<file path="config.mk">
export PLATFORM = sky130hd
export DESIGN_NAME = nrzi_rx_decoder
export DESIGN_NICKNAME = d
export VERILOG_FILES = /design/src/rtl/nrzi_rx_decoder.sv
export SDC_FILE = /design/constraint.sdc
export NUM_CORES = 1
export LEC_CHECK = 0
export CAP_MARGIN = 20
export CORE_UTILIZATION = 50
export CTS_CLUSTER_SIZE = 20
export DETAILED_ROUTE_END_ITERATION = 16
export HOLD_SLACK_MARGIN = 0.1
export PLACE_DENSITY = 0.71
export SYNTH_ARGS = -nofsm -noshare
export SYNTH_HDL_FRONTEND = slang
export SYNTH_SLANG_ARGS = --single-unit
</file>
<file path="constraint.sdc">
create_clock -name clk -period 5.5 [get_ports clk]
set_clock_uncertainty 0.1 [all_clocks]
set_input_delay 0.825 -clock clk [delete_from_list [all_inputs] [get_ports clk]]
set_output_delay 0.825 -clock clk [all_outputs]
set_load 0.05 [all_outputs]
</file>
<file path="src/rtl/nrzi_rx_decoder.sv">
// rtl/nrzi_rx_decoder.sv - NRZI receive decoder: sync hunt, bit unstuffing, LSB-first word deserializer.
// Optional NRZI_RX_STATS_EN adds word_cnt/err_cnt wrapping 16-bit counters.
module nrzi_rx_decoder #(
  parameter int                  WIDTH     = 8,
  parameter int                  SYNC_LEN  = 8,
  parameter logic [SYNC_LEN-1:0] SYNC      = 'h80,
  parameter int                  STUFF_LEN = 6
) (
  input  logic             clk,
  input  logic             areset,
  input  logic             line_en,
  input  logic             line_in,
  output logic [WIDTH-1:0] data_out,
  output logic             out_valid,
  output logic             sync_det,
  output logic             frame_end,
  output logic             err
`ifdef NRZI_RX_STATS_EN
  ,
  output logic [15:0]      word_cnt,
  output logic [15:0]      err_cnt
`endif
);

  localparam int              CW       = $clog2(WIDTH);
  localparam logic [CW-1:0]   LAST_BIT = CW'(WIDTH - 1);
  localparam logic [3:0]      ONES_MAX = 4'(STUFF_LEN);

  typedef enum logic {HUNT, DATA} state_t;

  state_t              state_q, state_d;
  logic                prev_q, prev_d;
  logic [SYNC_LEN-2:0] sr_q, sr_d;
  logic [CW-1:0]       bit_cnt_q, bit_cnt_d;
  logic [3:0]          ones_q, ones_d;
  logic [WIDTH-1:0]    word_q, word_d;
  logic [WIDTH-1:0]    dout_q, dout_d;
  logic                ov_q, ov_d, sd_q, sd_d, fe_q, fe_d, err_q, err_d;

  logic                dbit;
  logic [SYNC_LEN-1:0] window;

  // sr_q keeps the previous SYNC_LEN-1 bits; the current bit completes the window.
  assign dbit   = (line_in == prev_q);
  assign window = {dbit, sr_q};

  always_comb begin
    state_d   = state_q;
    prev_d    = prev_q;
    sr_d      = sr_q;
    bit_cnt_d = bit_cnt_q;
    ones_d    = ones_q;
    word_d    = word_q;
    dout_d    = dout_q;
    ov_d      = 1'b0;
    sd_d      = 1'b0;
    fe_d      = 1'b0;
    err_d     = 1'b0;

    if (line_en) prev_d = line_in;

    case (state_q)
      HUNT: begin
        if (line_en) begin
          if (window == SYNC) begin
            sd_d      = 1'b1;
            state_d   = DATA;
            bit_cnt_d = '0;
            ones_d    = '0;
            sr_d      = '0;
          end else begin
            sr_d = window[SYNC_LEN-1:1];
          end
        end
      end
      DATA: begin
        if (!line_en) begin
          fe_d      = 1'b1;
          err_d     = (bit_cnt_q != '0);
          state_d   = HUNT;
          bit_cnt_d = '0;
          ones_d    = '0;
        end else if (ones_q == ONES_MAX) begin
          // A 0 here is the stuffed bit; a 1 breaks the stuffing rule.
          if (dbit) begin
            err_d     = 1'b1;
            state_d   = HUNT;
            bit_cnt_d = '0;
          end
          ones_d = '0;
        end else begin
          word_d[bit_cnt_q] = dbit;
          ones_d = dbit ? ones_q + 4'd1 : 4'd0;
          if (bit_cnt_q == LAST_BIT) begin
            dout_d    = word_d;
            ov_d      = 1'b1;
            bit_cnt_d = '0;
          end else begin
            bit_cnt_d = bit_cnt_q + CW'(1);
          end
        end
      end
      default: state_d = HUNT;
    endcase
  end

  always_ff @(posedge clk or posedge areset) begin
    if (areset) begin
      state_q   <= HUNT;
      prev_q    <= 1'b1;
      sr_q      <= '0;
      bit_cnt_q <= '0;
      ones_q    <= '0;
      word_q    <= '0;
      dout_q    <= '0;
      ov_q      <= 1'b0;
      sd_q      <= 1'b0;
      fe_q      <= 1'b0;
      err_q     <= 1'b0;
    end else begin
      state_q   <= state_d;
      prev_q    <= prev_d;
      sr_q      <= sr_d;
      bit_cnt_q <= bit_cnt_d;
      ones_q    <= ones_d;
      word_q    <= word_d;
      dout_q    <= dout_d;
      ov_q      <= ov_d;
      sd_q      <= sd_d;
      fe_q      <= fe_d;
      err_q     <= err_d;
    end
  end

  assign data_out  = dout_q;
  assign out_valid = ov_q;
  assign sync_det  = sd_q;
  assign frame_end = fe_q;
  assign err       = err_q;

`ifdef NRZI_RX_STATS_EN
  logic [15:0] word_cnt_q, err_cnt_q;

  always_ff @(posedge clk or posedge areset) begin
    if (areset) begin
      word_cnt_q <= '0;
      err_cnt_q  <= '0;
    end else begin
      if (ov_d)  word_cnt_q <= word_cnt_q + 16'd1;
      if (err_d) err_cnt_q  <= err_cnt_q + 16'd1;
    end
  end

  assign word_cnt = word_cnt_q;
  assign err_cnt  = err_cnt_q;
`endif

endmodule

</file>
==> flow_summary.toml, run 1 <==
[setup_path]
cp_max_fo = 15
cp.required_ns = 5.58
regToRegEndpoint = "data_out[5]"
r2r_slack_ns = 3.29
timing_worst_setup_path_type = "in2reg"
worstSetupStartpoint = "line_en"
start_kind = "input pin"
end_kind = "register"
r2r_cells = 5
endpoint = "data_out[5]"
arrival_ns = 2.86
reg2reg_from = "ones_q[0]"

[global_routing]
grt_max_degree = 37
grt_antenna_before_repair = 0
grt_pass1_vias = 1265
grt_overflow = 0
grt_pass1_wl_um = 5990
grt.total_usage_pct = 19.7

[power]
clkPwrFrac_pct = 22.3
p_leak_nw = 0.927
swShare_pct = 36.1
power_density_nw_per_um2 = 413
share_comb_of_total_power_pct = 32.5
p_sw_w = 0.000313
peakVddDrop_mv = 0.276
seqPwrFrac_pct = 45.2
cellInternalPower_w = 0.000554
power_w = 0.000866

[sta]
fmax_mhz = 359
rsz0062_at_grt = "false"
finalHoldViolCount = 0
tns_ns = 0
worst_pin_slew_ns = 0.825
slew_headroom_pct = 44.7
setup_viol = 0
post-route-period-util_pct = 50.6
period_minus_slack_ns = 2.79
slew_violations = 0

[detailed_routing]
routedWlPerCell_um = 15.3
drc_errors = 0
dr.pass1.iters = 4
drt_wl_total_um = 3340
viasPerCell = 5.84
drt-initial-drc-count = 103
vias = 1273
ant_nets = 0

[clock_tree]
cts_setup_buffers = 0
htree_levels = 2
cts_hold_buf = 0
cts_sinks = 36
clkTransAtPathRegs_ns = 0.07
clockBufferDepth = 2
post_cts_resized = 0
cts_root_buf = "clkbuf_8"
cts_buffers = 5
clock_latency_ns = 0.29
cts_tree = "done"

[synth]
synthFlopType = "dfrtp_1"
yosys_warnings = 0
synth_area_sq_um = 1840
synth_nets = 170
ys_seq_area_share_pct = 49.0
synth_cells = 161
async_flop_share_pct = 100
syn_area_per_cell_sq_um = 11.4
synth_edf_count = 0
synth_cell_types = 39
ys_seq_elements = 36

[job]
cap_violations = 0

[cells_and_area]
drive_above_1_share_pct = 19.8
utilization_pct = 61.0
area_growth_pct = 13.9
final_nets = 180
nFillCells = 290
stdcell_area_sq_um = 2100
diodes = 0

[floorplan]
start_util_pct = 53.5
dieHeight_um = 62.7
io_pins = 16
rows = 21
die_x_um = 62.7
dieArea_sq_um = 3930
core_sq_um = 3440

[worst_hold_path]
min_from = "data_out[6]"
hp-class = "reg2reg"

[place]
place_area_sq_um = 2000
io_buffers = 15
gpl.final_weighted_congestion = 0.779
post-dp-hpwl_um = 2290

[status]
outcome = "finished clean"
-- layer usage --
layer | up-vias | GRT usage, % | share of wire [%]
li1 | 611 | - | -
met3 | 4 | 6.02 | 4.6
met2 | 28 | 31.7 | 48
met5 | - | 0 | 0
met1 | 630 | 25.7 | 47
met4 | 0 | 5.23 | 0.69
-- critical path, cell delays in order --
cell,delay [ns]
clkdlybuf4s50_1,0.66
and2_1,0.51
and3_1,0.47
mux2_2,0.39
-- synth_stat cells (4+ instances only) --
cell type / n / area share, %
mux2_2: 21 / 13
a21oi_1: 7 / 1.9
nand3b_1: 4 / 1.6
nor4_1: 6 / 2.0
nand3_1: 8 / 2.2
inv_1: 9 / 1.8
ha_1: 5 / 3.4
a31oi_1: 7 / 2.4
clkbuf_1: 9 / 1.8
mux2i_1: 5 / 2.7
dfrtp_1: 35 / 48
-- power groups by stage --
stage / logic (W) / registers [W] / clock network (W)
2_1_floorplan: 0.000182 / 0.000424 / 0
3_3_place_gp: 0.000274 / 0.000392 / 0
3_5_place_dp: 0.000283 / 0.000397 / 0
4_1_cts: 0.000284 / 0.000392 / 0.000202
5_1_grt: 0.000309 / 0.000403 / 0.000217
6_report: 0.000281 / 0.000392 / 0.000193
-- kinds of logic after synthesis --
logic type | share of synthesized area, %
buffers and inverters | 4.69
AO/OA/AOI/OAI | 11.6
flip-flops | 49.0
XOR/XNOR | 1.77
adder cells (fa/ha/maj) | 3.40
multiplexers | 15.6
AND/OR/NAND/NOR | 14.0
-- layout make-up --
cell class	instances	area (sq um)	share of cell area [%]
sequential	36	902	43.0
clock buffer	7	86.3	4.11
clock inverter	1	7.51	0.358
inverter	9	33.8	1.61
multi-input combinational	103	853	40.7
timing repair buffer	16	158	7.51
tap	46	57.6	2.74
-- worst min path at each step --
stage,end,slack (ns),depth (start not counted)
2_1_floorplan,sr_q[6],0.36,2
3_3_place_gp,sr_q[0],0.38,1
3_5_place_dp,sr_q[0],0.40,1
4_1_cts,sr_q[0],0.41,1
5_1_grt,data_out[6],0.43,1
6_report,data_out[6],0.41,1
-- cell usage in the layout, fill, tap and decap left out, types with 4 or more instances in the layout --
cell type | Yosys | final
mux2_2 | 21 | 21
inv_1 | 9 | 9
clkbuf_8 | 0 | 6
a21oi_1 | 7 | 7
nand3_1 | 8 | 8
a31oi_1 | 7 | 7
nor4_1 | 6 | 6
nand3b_1 | 4 | 4
mux2i_1 | 5 | 5
dfrtp_1 | 35 | 35
clkdlybuf4s50_1 | 0 | 15
ha_1 | 5 | 5
-- stage by stage --
stage	instances	hold WS (ns)	worst slack [ns]
floorplan	161	0.358	3.34
global placement	210	0.381	2.55
detailed placement	210	0.396	2.44
CTS	218	0.412	2.76
global route	218	0.432	2.62
finish	218	0.407	2.71
-- registers in the layout (all words and copies together), names as in the netlist --
signal,cells
data_out,8
word_q,8
sr_q,7
ones_q,4
bit_cnt_q,3
err,1
frame_end,1
out_valid,1
prev_q,1
state_q,1
sync_det,1
Note: power is estimated with default switching activity, not from simulation.
==> run 2: changes to the inputs <==
--- a/config.mk
+++ b/config.mk
@@ -10,7 +10,7 @@
 export CTS_CLUSTER_SIZE = 20
 export DETAILED_ROUTE_END_ITERATION = 16
 export HOLD_SLACK_MARGIN = 0.1
-export PLACE_DENSITY = 0.71
+export PLACE_DENSITY = 0.73
 export SYNTH_ARGS = -nofsm -noshare
 export SYNTH_HDL_FRONTEND = slang
 export SYNTH_SLANG_ARGS = --single-unit
==> constraint.sdc (replaced) <==
create_clock -name clk -period 2.4 [get_ports clk]
set_clock_uncertainty 0.1 [all_clocks]
set_input_delay 0.36 -clock clk [delete_from_list [all_inputs] [get_ports clk]]
set_output_delay 0.36 -clock clk [all_outputs]
set_load 0.05 [all_outputs]
==> run 2 against run 1 <==
Net effect: highest routed layer unchanged; clock-buffer cell count is 1 higher; critical path type is now reg2reg; flip-flop and latch count is the same; sequential power rose by 120%.
==> flow_summary.toml, run 2 (synthesis gave the netlist of run 1 again) <==
[sta]
tns_ns = 0
fmax_mhz = 492
setup_viol = 0
finalHoldViolCount = 0
slew_violations = 0
slew_headroom_pct = 42.5
post-route-period-util_pct = 84.7
rsz0062_at_grt = "false"
worst_pin_slew_ns = 0.859
period_minus_slack_ns = 2.03

[cells_and_area]
nFillCells = 283
stdcell_area_sq_um = 2120
final_common_cell = "dfrtp_1"
drive_above_1_share_pct = 20.9
diodes = 0
area_growth_pct = 15.2
layout_common_cells = "dfrtp_1, mux2_2, clkdlybuf4s50_1, inv_1, nand3_1"
final_nets = 185

[global_routing]
grt.total_usage_pct = 19.9
grt_overflow = 0
grt_max_degree = 37
grt_pass1_vias = 1321
grt_antenna_before_repair = 0
grt_pass1_wl_um = 6100

[floorplan]
io_pins = 16
die_x_um = 62.7
start_util_pct = 53.5
dieArea_sq_um = 3930
core_sq_um = 3440
rows = 21
dieHeight_um = 62.7

[detailed_routing]
dr.pass1.iters = 4
routedWlPerCell_um = 15.4
drt_wl_total_um = 3430
ant_nets = 0
drt-initial-drc-count = 140
drc_errors = 0
vias = 1298
viasPerCell = 5.82

[clock_tree]
cts_setup_buffers = 0
post_cts_resized = 0
cts_buffers = 5
cts_root_buf = "clkbuf_8"
cts_hold_buf = 0
clock_latency_ns = 0.28
clkTransAtPathRegs_ns = 0.06
clockBufferDepth = 2
cts_tree = "done"
cts_sinks = 36
htree_levels = 2

[setup_path]
cp_max_fo = 14
start_kind = "register"
cp.required_ns = 2.46
end_kind = "register"
timing_worst_setup_path_type = "reg2reg"
arrival_ns = 2.09

[worst_hold_path]
hp-class = "in2async"

[place]
place_area_sq_um = 2040
gpl.final_weighted_congestion = 0.819
io_buffers = 15
post-dp-hpwl_um = 2260

[power]
p_leak_nw = 0.946
power_density_nw_per_um2 = 929
peakVddDrop_mv = 0.450
power_w = 0.00197

[status]
outcome = "finished clean"

[job]
cap_violations = 0
-- run 2: layout make-up --
| cell class | count | area, sq um | area share [%] |
|---|---|---|---|
| Sequential cell | 36 | 902 | 42.5 |
| Clock buffer | 8 | 80.1 | 3.77 |
| Timing Repair Buffer | 21 | 195 | 9.20 |
| Multi-Input combinational cell | 103 | 853 | 40.2 |
| Inverter | 9 | 33.8 | 1.59 |
| Tap cell | 46 | 57.6 | 2.71 |
-- run 2: worst max-delay path, cell delays in order (launching register included) --
cell     delay (ns)
dfrtp_1        0.62
ha_1           0.37
and3_1         0.44
mux2_2         0.38
-- run 2: layer usage --
layer	routed length (um)	part of all wire [%]	global-route usage, %
met1	1630	48	26.3
met2	1650	48	30.8
met3	121	3.5	6.75
met4	27	0.79	5.81
met5	0	0	0
-- run 2: worst paths after layout --
check                                   from           to  slack (ns)  cells past startpoint
worst max register to register  bit_cnt_q[2]  data_out[3]        0.37                      3
worst max-delay path            bit_cnt_q[2]  data_out[3]        0.37                      3
worst min-delay path                  areset      sr_q[0]        0.40                      3
max in group asynchronous             areset       prev_q        1.47                      3
worst min register to register   data_out[3]  data_out[3]        0.40                      1
min in group clk                 data_out[3]  data_out[3]        0.40                      1
-- run 2: metrics by stage --
stage               worst slack (ns)  hold slack, ns  instances  util [%]
finish                         0.367           0.397        223      61.7
CTS                            0.356           0.409        223      61.7
global placement               0.249           0.387        215      59.3
floorplan                      0.611           0.358        161         -
global route                   0.228           0.427        223      61.7
detailed placement             0.169           0.392        215      59.3
-- run 2: power breakdown --
part           total (W)  internal [W]  switching (W)
Clock           0.000401      0.000206       0.000195
Sequential      0.000864      0.000760       0.000104
Combinational   0.000706      0.000295       0.000411
Total            0.00197       0.00126       0.000710
